**config.mk**
```make
export PLATFORM = sky130hd
export DESIGN_NAME = parking_request_dispatcher
export DESIGN_NICKNAME = d
export VERILOG_FILES = /design/src/rtl/parking_request_dispatcher.sv
export SDC_FILE = /design/constraint.sdc
export NUM_CORES = 1
export LEC_CHECK = 0
export CAP_MARGIN = 20
export CORE_MARGIN = 2
export CORE_UTILIZATION = 40
export CTS_BUF_LIST = sky130_fd_sc_hd__clkbuf_4
export DETAILED_ROUTE_END_ITERATION = 10
export PLACE_DENSITY = 0.7
export SLEW_MARGIN = 20
export SYNTH_ARGS = -nofsm -noshare
export SYNTH_HDL_FRONTEND = slang
export SYNTH_SLANG_ARGS = --single-unit
```
**constraint.sdc**
```tcl
create_clock -name clock -period 4 [get_ports clock]
set_input_delay 0.6 -clock clock [delete_from_list [all_inputs] [get_ports clock]]
set_output_delay 0.6 -clock clock [all_outputs]
set_load 0.1 [all_outputs]
```
**src/rtl/parking_request_dispatcher.sv**
```systemverilog
// Request queue plus slot resolver ahead of the elevator: one command in flight at a time.
// Optional macro PARK_LEAK_AVOID_EN keeps allocations and retrieval commands away from flooded floors.
module parking_request_dispatcher #(
  parameter int FIFO_DEPTH = 4,
  parameter int SUV_BIT    = 11
) (
  input  logic                        clock,
  input  logic                        reset,
  input  logic [15:0]                 license_plate,
  input  logic                        in_mode,
  input  logic                        out_mode,
  input  logic [223:0]                slot_plates,
  input  logic [6:0]                  leak_floor_mask,
  output logic                        cmd_valid,
  input  logic                        cmd_ready,
  output logic                        cmd_is_out,
  output logic [15:0]                 cmd_plate,
  output logic [2:0]                  cmd_floor,
  output logic                        cmd_place,
  input  logic                        cmd_done,
  output logic                        reject,
  output logic [1:0]                  reject_code,
  output logic [$clog2(FIFO_DEPTH):0] queue_count,
  output logic                        busy
);

  localparam int AW  = $clog2(FIFO_DEPTH);
  localparam int PD  = 2 * FIFO_DEPTH;
  localparam int PAW = AW + 1;

  localparam logic [1:0] LOT_FULL  = 2'd0;
  localparam logic [1:0] NOT_FOUND = 2'd1;
  localparam logic [1:0] BAD_REQ   = 2'd2;
  localparam logic [1:0] OVERFLOW  = 2'd3;

  // Slot index k = (floor-1)*2 + place, so bit k marks a legal slot for that class.
  localparam logic [13:0] SUV_SLOTS   = 14'h3332;
  localparam logic [13:0] SEDAN_SLOTS = 14'h0CC8;

  typedef enum logic [2:0] {IDLE, ALLOC, SEARCH, ISSUE, WAIT_DONE} state_t;

  state_t      state;
  logic [15:0] req_plate;
  logic [3:0]  search_k;

  logic [16:0]   q_mem [FIFO_DEPTH];
  logic [AW-1:0] q_wr, q_rd;
  logic [AW:0]   q_count;
  logic          q_full, push, pop;
  logic          bad_req, good_req, ovf_req, enq_rej;
  logic [1:0]    enq_code;
  logic          head_is_out;
  logic [15:0]   head_plate;

  logic [15:0] slot_arr [14];
  logic [13:0] empty_k, match_k, flood_k, cand;
  logic [7:0]  leak8;
  logic        alloc_found, match;
  logic [3:0]  alloc_k, sel_k;
  logic [2:0]  sel_floor;
  logic        sel_ready;
  logic        fsm_rej;
  logic [1:0]  fsm_code;

  logic [1:0]     p_mem [PD];
  logic [PAW-1:0] p_wr, p_rd;
  logic [PAW:0]   p_count;
  logic           p_empty, p_full, p_push, p_pop;

  assign q_full      = (q_count == (AW+1)'(FIFO_DEPTH));
  assign bad_req     = (in_mode && out_mode) || ((in_mode || out_mode) && (license_plate == 16'h0000));
  assign good_req    = (in_mode ^ out_mode) && (license_plate != 16'h0000);
  assign push        = good_req && !q_full;
  assign ovf_req     = good_req && q_full;
  assign enq_rej     = bad_req || ovf_req;
  assign enq_code    = bad_req ? BAD_REQ : OVERFLOW;
  assign pop         = (state == IDLE) && (q_count != '0);
  assign head_is_out = q_mem[q_rd][16];
  assign head_plate  = q_mem[q_rd][15:0];
  assign queue_count = q_count;

  always_ff @(posedge clock or posedge reset) begin
    if (reset) begin
      q_wr    <= '0;
      q_rd    <= '0;
      q_count <= '0;
    end else begin
      if (push) q_wr <= q_wr + AW'(1);
      if (pop)  q_rd <= q_rd + AW'(1);
      case ({push, pop})
        2'b10:   q_count <= q_count + (AW+1)'(1);
        2'b01:   q_count <= q_count - (AW+1)'(1);
        default: q_count <= q_count;
      endcase
    end
  end

  always_ff @(posedge clock) begin
    if (push) q_mem[q_wr] <= {out_mode, license_plate};
  end

  always_comb begin
    for (int f = 0; f < 7; f++) begin
      slot_arr[2*f]   = slot_plates[f*32+16 +: 16];
      slot_arr[2*f+1] = slot_plates[f*32 +: 16];
    end
  end

  always_comb begin
    empty_k = '0;
    match_k = '0;
    for (int k = 0; k < 14; k++) begin
      empty_k[k] = (slot_arr[k] == 16'h0000);
      match_k[k] = (slot_arr[k] == req_plate);
    end
  end

`ifdef PARK_LEAK_AVOID_EN
  always_comb begin
    flood_k = '0;
    for (int k = 0; k < 14; k++) flood_k[k] = leak_floor_mask[k/2];
  end
  assign leak8 = {leak_floor_mask, 1'b0};
`else
  logic leak_unused;
  assign leak_unused = ^leak_floor_mask;
  assign flood_k     = '0;
  assign leak8       = '0;
`endif

  assign cand = (req_plate[SUV_BIT] ? SUV_SLOTS : SEDAN_SLOTS) & empty_k & ~flood_k;

  // Scanning downward leaves the lowest legal free slot as the winner.
  always_comb begin
    alloc_found = 1'b0;
    alloc_k     = '0;
    for (int i = 13; i >= 0; i--) begin
      if (cand[i]) begin
        alloc_found = 1'b1;
        alloc_k     = 4'(i);
      end
    end
  end

  assign match     = match_k[search_k];
  assign sel_k     = (state == SEARCH) ? search_k : alloc_k;
  assign sel_floor = sel_k[3:1] + 3'd1;
  assign sel_ready = !leak8[sel_floor];
  assign fsm_rej   = ((state == ALLOC) && !alloc_found) ||
                     ((state == SEARCH) && !match && (search_k == 4'd13));
  assign fsm_code  = (state == ALLOC) ? LOT_FULL : NOT_FOUND;

  always_ff @(posedge clock or posedge reset) begin
    if (reset) begin
      state      <= IDLE;
      req_plate  <= '0;
      search_k   <= '0;
      cmd_valid  <= 1'b0;
      cmd_is_out <= 1'b0;
      cmd_plate  <= '0;
      cmd_floor  <= '0;
      cmd_place  <= 1'b0;
      busy       <= 1'b0;
    end else begin
      case (state)
        IDLE: begin
          if (pop) begin
            req_plate <= head_plate;
            search_k  <= '0;
            busy      <= 1'b1;
            state     <= head_is_out ? SEARCH : ALLOC;
          end
        end
        ALLOC: begin
          if (alloc_found) begin
            cmd_floor  <= sel_floor;
            cmd_place  <= sel_k[0];
            cmd_plate  <= req_plate;
            cmd_is_out <= 1'b0;
            cmd_valid  <= sel_ready;
            state      <= ISSUE;
          end else begin
            busy  <= 1'b0;
            state <= IDLE;
          end
        end
        SEARCH: begin
          if (match) begin
            cmd_floor  <= sel_floor;
            cmd_place  <= sel_k[0];
            cmd_plate  <= req_plate;
            cmd_is_out <= 1'b1;
            cmd_valid  <= sel_ready;
            state      <= ISSUE;
          end else if (search_k == 4'd13) begin
            busy  <= 1'b0;
            state <= IDLE;
          end else begin
            search_k <= search_k + 4'd1;
          end
        end
        ISSUE: begin
          // Once offered, the command stays offered even if its floor floods.
          if (cmd_valid && cmd_ready) begin
            cmd_valid <= 1'b0;
            state     <= WAIT_DONE;
          end else if (!cmd_valid) begin
            cmd_valid <= !leak8[cmd_floor];
          end
        end
        WAIT_DONE: begin
          if (cmd_done) begin
            busy  <= 1'b0;
            state <= IDLE;
          end
        end
        default: state <= IDLE;
      endcase
    end
  end

  // Enqueue rejects that collide with an FSM reject wait here so none is dropped.
  assign p_empty = (p_count == '0);
  assign p_full  = (p_count == (PAW+1)'(PD));
  assign p_push  = enq_rej && (fsm_rej || !p_empty) && !p_full;
  assign p_pop   = !fsm_rej && !p_empty;

  always_ff @(posedge clock or posedge reset) begin
    if (reset) begin
      reject      <= 1'b0;
      reject_code <= '0;
      p_wr        <= '0;
      p_rd        <= '0;
      p_count     <= '0;
    end else begin
      if (fsm_rej) begin
        reject      <= 1'b1;
        reject_code <= fsm_code;
      end else if (!p_empty) begin
        reject      <= 1'b1;
        reject_code <= p_mem[p_rd];
      end else if (enq_rej) begin
        reject      <= 1'b1;
        reject_code <= enq_code;
      end else begin
        reject <= 1'b0;
      end
      if (p_push) p_wr <= p_wr + PAW'(1);
      if (p_pop)  p_rd <= p_rd + PAW'(1);
      case ({p_push, p_pop})
        2'b10:   p_count <= p_count + (PAW+1)'(1);
        2'b01:   p_count <= p_count - (PAW+1)'(1);
        default: p_count <= p_count;
      endcase
    end
  end

  always_ff @(posedge clock) begin
    if (p_push) p_mem[p_wr] <= enq_code;
  end

endmodule

```
==> flow_summary.toml, run 1 <==
[outcome]
outcome = "finished clean"

[synth]
syn_inst = 866
synth_xor_area_share_pct = 22.21
synth_top_family_by_area = "XOR/XNOR gates"
ys_types = 61
yosys-mux-area-fraction_pct = 8.404
ys_ff_latch = 142
synthAdderAreaFrac_pct = 2.416
ys_warn_count = 0
synth_compound_area_share_pct = 4.448
async_flop_share_pct = 46.48
syn_area_per_cell_um2 = 10.88
synth_nets = 1136
netlist_area_um2 = 9424
seq_area_frac_synth_pct = 41.74
synth-edff-count = 76
ys.flop_type = "edfxtp_1"
synth-simple-area-share_pct = 16.65

[detailed_routing]
first_iter_violations = 606
drtPass1Iterations = 5
wl_per_cell_um = 22.24
vias_per_cell = 5.411
vias = 8095
drc = 0
final_antenna_net_count = 0
wirelength_um = 33270

[sta]
min_period_ns = 3.776
min_period_over_period_pct = 94.41
tns_ns = 0
worstMarginPinSlew_ns = 1.057
fin_hold_ws_ns = 0.4015
grt_setup_unrepaired = "no"
maxSlewHeadroom_pct = 29.30
setup_ws_ns = 0.2236
setup_violations = 0
drv_slew = 0
hold_violations = 0
fin_skew_ns = 0.01934
fmax_ghz = 0.2648

[finish]
postLayoutCoreUtil_pct = 55.88
final_cells = 1496
drive_above_1_share_pct = 11.73
nets = 1433
fin_area_um2 = 13040
final_cell_mix = "clkdlybuf4s50_1 (274), xor2_1 (163), nor4_1 (81)"
syn2layout_area_growth_pct = 38.34
final_common_cell = "clkdlybuf4s50_1"

[setup_path]
worstSetupPathType = "register to register"
crit_path_frequent_cell = "nor4_1"
path_cells = "buf_12 > nor4_1 > nand4_1 > nor4_1 > buf_4 > nor4_1 > and4_4 > and3_1 > nor3_4 > ha_1 > ha_1 > a21o_1 > a21oi_1 > xnor2_1 > nor2_1 > xor2_1"
cp.required_ns = 4.44
cp-end-kind = "register"
crit_path_max_incr_delay_ns = 0.54
crit_slowest_cell = "dfrtp_1"
startpoint_type = "register"
cp_max_fo = 16
critPathArrivalTime_ns = 4.22

[clock_tree]
clock_tree.root_cell = "clkbuf_4"
postCtsHoldBufs = 0
cts_setup_buffers = 0
cts_tree = "yes"
clk_latency_ns = 0.54
cts.sinks = 142
clkTransAtPathRegs_ns = 0.13
cts_buffers = 17
htree_num_levels = 4
cts_buffer_depth = 2
post_cts_resized = 0

[floorplanning]
dieArea_um2 = 24800
die_y_um = 157.5
num_rows = 56
ios = 282
die_width_um = 157.5
core_area_um2 = 23330
start_util_pct = 40.39

[pwr]
pwr-share-seq_pct = 27.8
vdd_ir_drop_max_uv = 360.8
leakagePower_nw = 5.053
intPower_mw = 4.695
clkPwrFrac_pct = 11.0
pwr-share-comb_pct = 61.2
switching_share_pct = 47.94
total_power_mw = 9.019
power_density_nw_per_um2 = 691.8
p_sw_mw = 4.324

[placed_design]
preCtsSetupSlack_ns = -0.06347
hpwl_um = 25650
gp_routability_congestion = 0.9493
io_buffers = 274
place_area_um2 = 12720
place_inst = 1463

[grt]
track_usage_pct = 27.01
overflow = 0
grt_max_degree = 45
antenna_found_initial = 3
grt_pass1_vias = 8398
grt_pass1_wl_um = 49160

[hold_path]
holdCritPathClass = "input port to asynchronous set/reset pin"

[flow_run]
drv_cap = 0
## Yosys cell counts, types with 3 or more instances
cell / n / area share, %
buf_1: 4 / 0.16
and4b_1: 3 / 0.32
inv_1: 25 / 1.0
clkbuf_1: 13 / 0.52
edfxtp_1: 76 / 24
nor3_1: 12 / 0.64
a21oi_1: 16 / 0.85
mux2_2: 6 / 0.72
o211ai_1: 3 / 0.24
buf_2: 26 / 1.4
nor2_1: 28 / 1.1
o21ai_0: 9 / 0.48
a31oi_1: 4 / 0.27
nand2_1: 77 / 3.1
mux2_4: 15 / 2.4
and3_1: 3 / 0.20
nor4b_1: 7 / 0.65
or3_1: 3 / 0.20
and2_1: 7 / 0.46
mux4_2: 19 / 4.5
xnor2_1: 76 / 7.1
mux2i_1: 6 / 0.64
nor4_1: 81 / 5.4
buf_4: 4 / 0.32
o21bai_1: 3 / 0.24
xor2_1: 163 / 15
nand3_1: 12 / 0.64
ha_1: 15 / 2.0
a211oi_1: 3 / 0.24
dfrtp_1: 66 / 18
o41ai_1: 3 / 0.28
buf_6: 5 / 0.60
o22ai_1: 3 / 0.20
nand4_1: 36 / 2.4
## worst max-delay path: cells and delay by family (launching register included)
kind	cells	cell delay, ns
buf+inv	2	0.46
flops	1	0.54
fa+ha+maj	2	0.41
compound gates	2	0.35
simple gates	8	1.65
xor+xnor	2	0.27
## final timing paths
check,from,to,slack (ns),cells after the start
max in group asynchronous,reset,req_plate[11]$_DFFE_PP0P_,2.61,3
hold / removal,reset,cmd_valid$_DFFE_PP0P_,0.40,2
hold reg to reg,p_rd[2]$_DFFE_PP0P_,p_rd[2]$_DFFE_PP0P_,0.50,1
setup / recovery,req_plate[11]$_DFFE_PP0P_,p_count[3]$_DFFE_PP0P_,0.22,16
setup reg to reg,req_plate[11]$_DFFE_PP0P_,p_count[3]$_DFFE_PP0P_,0.22,16
min in group clock,p_rd[2]$_DFFE_PP0P_,p_rd[2]$_DFFE_PP0P_,0.50,1
## logic make-up after synthesis
kind of cell | after synthesis
AO/OA/AOI/OAI | 59
XOR/XNOR | 239
adder cells (fa/ha/maj) | 17
buffers and inverters | 78
flip-flops | 142
multiplexers | 47
AND/OR/NAND/NOR | 284
## per-layer routing
metal | up-vias | GRT usage [%] | share of wire, %
li1 | 3725 | - | -
met1 | 3896 | 33.44 | 41
met2 | 382 | 44.79 | 47
met3 | 88 | 6.691 | 8.4
met4 | 4 | 11.77 | 3.8
met5 | - | 0 | 0.084
## power by group through the flow
| stage | sequential, mW | combinational (mW) | clock [mW] |
|---|---|---|---|
| final | 2.51 | 5.52 | 0.988 |
| after global routing | 2.56 | 5.90 | 1.07 |
| after CTS | 2.50 | 5.51 | 1.02 |
| after detailed placement | 2.53 | 5.49 | 0 |
| after global placement | 2.51 | 5.41 | 0 |
| after floorplan | 3.18 | 3.18 | 0 |
## final cells by class
| type | instances | area [um^2] |
|---|---|---|
| fill | 2053 | 10290 |
| multi-input combinational | 646 | 5101 |
| sequential | 142 | 3934 |
| timing repair buffer | 331 | 3196 |
| tap | 319 | 399.1 |
| clock inverter | 12 | 161.4 |
| clock buffer | 20 | 150.1 |
| inverter | 25 | 93.84 |
| antenna | 1 | 2.502 |
## sequential cells by signal, summed over array words and instances (netlist names), 4 cells and up
name       flops
q_mem         68
cmd_plate     16
req_plate     16
p_mem          8
p_count        4
search_k       4
Note: power is estimated with default switching activity, not from simulation.
==> run 2: changes to the inputs <==
CTS_BUF_LIST = sky130_fd_sc_hd__clkbuf_8   (was sky130_fd_sc_hd__clkbuf_4)
==> run 2 against run 1 <==
Compared with the run above:
- combinational power hardly changed
- sequential power hardly changed
- sequential share of layout area is 0.22 points lower
- clock skew is 0.0086 ns lower
- first-iteration DRC count is 9.9% higher
- clock-buffer cell count is 3 lower
- flip-flop and latch count stayed put
- clock power is 19% higher
- non-clock buffer count stayed put
- critical path type unchanged
- critical endpoint unchanged
==> flow_summary.toml, run 2 (same netlist as run 1, synthesis figures left out) <==
[finish]
nets = 1433
largest_registers = "q_mem: 68 flops, cmd_plate: 16 flops, req_plate: 16 flops"
regArea_um2 = 3934
final_common_cell = "clkdlybuf4s50_1"
postLayoutCoreUtil_pct = 56.28
syn2layout_area_growth_pct = 39.35
final_cells = 1496
multi_input_area_um2 = 5101
drive_above_1_share_pct = 11.48
largest-register = "q_mem"
final_cell_mix = "clkdlybuf4s50_1 (274), xor2_1 (163), nor4_1 (81)"
largest_register_ffs = 68
fill_cells = 2039

[setup_path]
critical_path.startpoint = "req_plate[11]$_DFFE_PP0P_"
crit_path_end = "p_count[3]$_DFFE_PP0P_"
crit_path_max_incr_delay_ns = 0.52
path_buf_inv = 2
cp_top_family = "simple AND/OR/NAND/NOR gates"
cp.required_ns = 4.33
cp_num_cells = 16
crit_slowest_cell = "dfrtp_1"
cp-end-kind = "register"
path_cells = "buf_12 > nor4_1 > nand4_1 > nor4_1 > buf_4 > nor4b_1 > and4_4 > and3_1 > nor3_4 > ha_1 > ha_1 > a21o_1 > a21oi_1 > xnor2_1 > nor2_1 > xor2_1"
critPathArrivalTime_ns = 4.11
startpoint_type = "register"
r2r-end = "p_count[3]$_DFFE_PP0P_"
reg2regPathDepth = 16
r2r_setup_slack_ns = 0.22
reg2reg_from = "req_plate[11]$_DFFE_PP0P_"
worstSetupPathType = "register to register"
cp_max_fo = 16

[floorplanning]
die_y_um = 157.5
ios = 282
start_util_pct = 40.39
die_width_um = 157.5
core_area_um2 = 23330
dieArea_um2 = 24800
num_rows = 56

[placed_design]
gp_routability_congestion = 0.9493
hpwl_um = 25650
place_inst = 1463
io_buffers = 274

[sta]
fmax_ghz = 0.2648
maxSlewHeadroom_pct = 29.44
setup_violations = 0
hold_violations = 0
drv_slew = 0
min_period_ns = 3.777
fin_skew_ns = 0.01075
tns_ns = 0
grt_setup_unrepaired = "no"
fin_hold_ws_ns = 0.4937
min_period_over_period_pct = 94.42
worstMarginPinSlew_ns = 1.055

[flow_run]
drv_cap = 0

[clock_tree]
cts_setup_buffers = 0
cts_buffer_depth = 2
htree_num_levels = 4
clk_latency_ns = 0.44
clock_tree.root_cell = "clkbuf_8"
cts.sinks = 142
clkTransAtPathRegs_ns = 0.08
cts_buffers = 17
post_cts_resized = 0
cts_tree = "yes"
postCtsHoldBufs = 0

[detailed_routing]
drtPass1Iterations = 5
wl_per_cell_um = 22.32
drc = 0
wirelength_um = 33390
final_antenna_net_count = 0
vias = 8133
first_iter_violations = 666
vias_per_cell = 5.436

[grt]
grt_max_degree = 45
overflow = 0
antenna_found_initial = 2
grt_pass1_vias = 8359
track_usage_pct = 26.89
grt_pass1_wl_um = 49050

[pwr]
leakagePower_nw = 5.099
vdd_ir_drop_max_uv = 371.9
power_density_nw_per_um2 = 701.4

[hold_path]
hold_depth = 1
holdCritPathClass = "register to register"
min_from = "p_rd[2]$_DFFE_PP0P_"

[outcome]
outcome = "finished clean"
run 2: cell types whose count changed in the layout (fill, tap and decap cells not counted), sizes merged:
cell	previous run	this run
clkbuf	20	17
inv	28	31
run 2: per-layer routing:
| metal | vias up | track usage, % | wire (um) |
|---|---|---|---|
| met5 | - | 0 | 30 |
| met4 | 4 | 11.39 | 1330 |
| met3 | 93 | 6.305 | 2716 |
| met2 | 387 | 44.69 | 15490 |
| met1 | 3927 | 33.59 | 13820 |
| li1 | 3722 | - | - |
run 2: worst min path at each step:
stage	endpoint	slack (ns)
2_1_floorplan	p_rd[2]$_DFFE_PP0P_	0.45
3_3_place_gp	p_rd[2]$_DFFE_PP0P_	0.48
3_5_place_dp	p_rd[2]$_DFFE_PP0P_	0.47
4_1_cts	p_rd[2]$_DFFE_PP0P_	0.49
5_1_grt	p_rd[2]$_DFFE_PP0P_	0.51
6_report	p_rd[2]$_DFFE_PP0P_	0.49
run 2: final cells by class:
class | count | share of cell area, %
timing repair buffer | 331 | 24.33
clock inverter | 15 | 1.315
antenna | 1 | 0.01905
clock buffer | 17 | 1.782
inverter | 25 | 0.7146
sequential | 142 | 29.95
multi-input combinational | 646 | 38.84
tap | 319 | 3.039
run 2: power by group:
| group | internal, mW | switching, mW |
|---|---|---|
| Combinational | 2.20 | 3.32 |
| Sequential | 2.04 | 0.474 |
| Clock | 0.617 | 0.559 |
| Total | 4.85 | 4.36 |
run 2: per-stage QoR:
step	total power [mW]	cell area [um^2]	setup WS, ns
floorplan	6.364	9424	0.5494
global placement	7.920	12720	-0.04836
detailed placement	8.020	12720	-0.06347
CTS	9.211	13130	0.2781
global route	9.708	13130	0.07921
finish	9.211	13130	0.2231
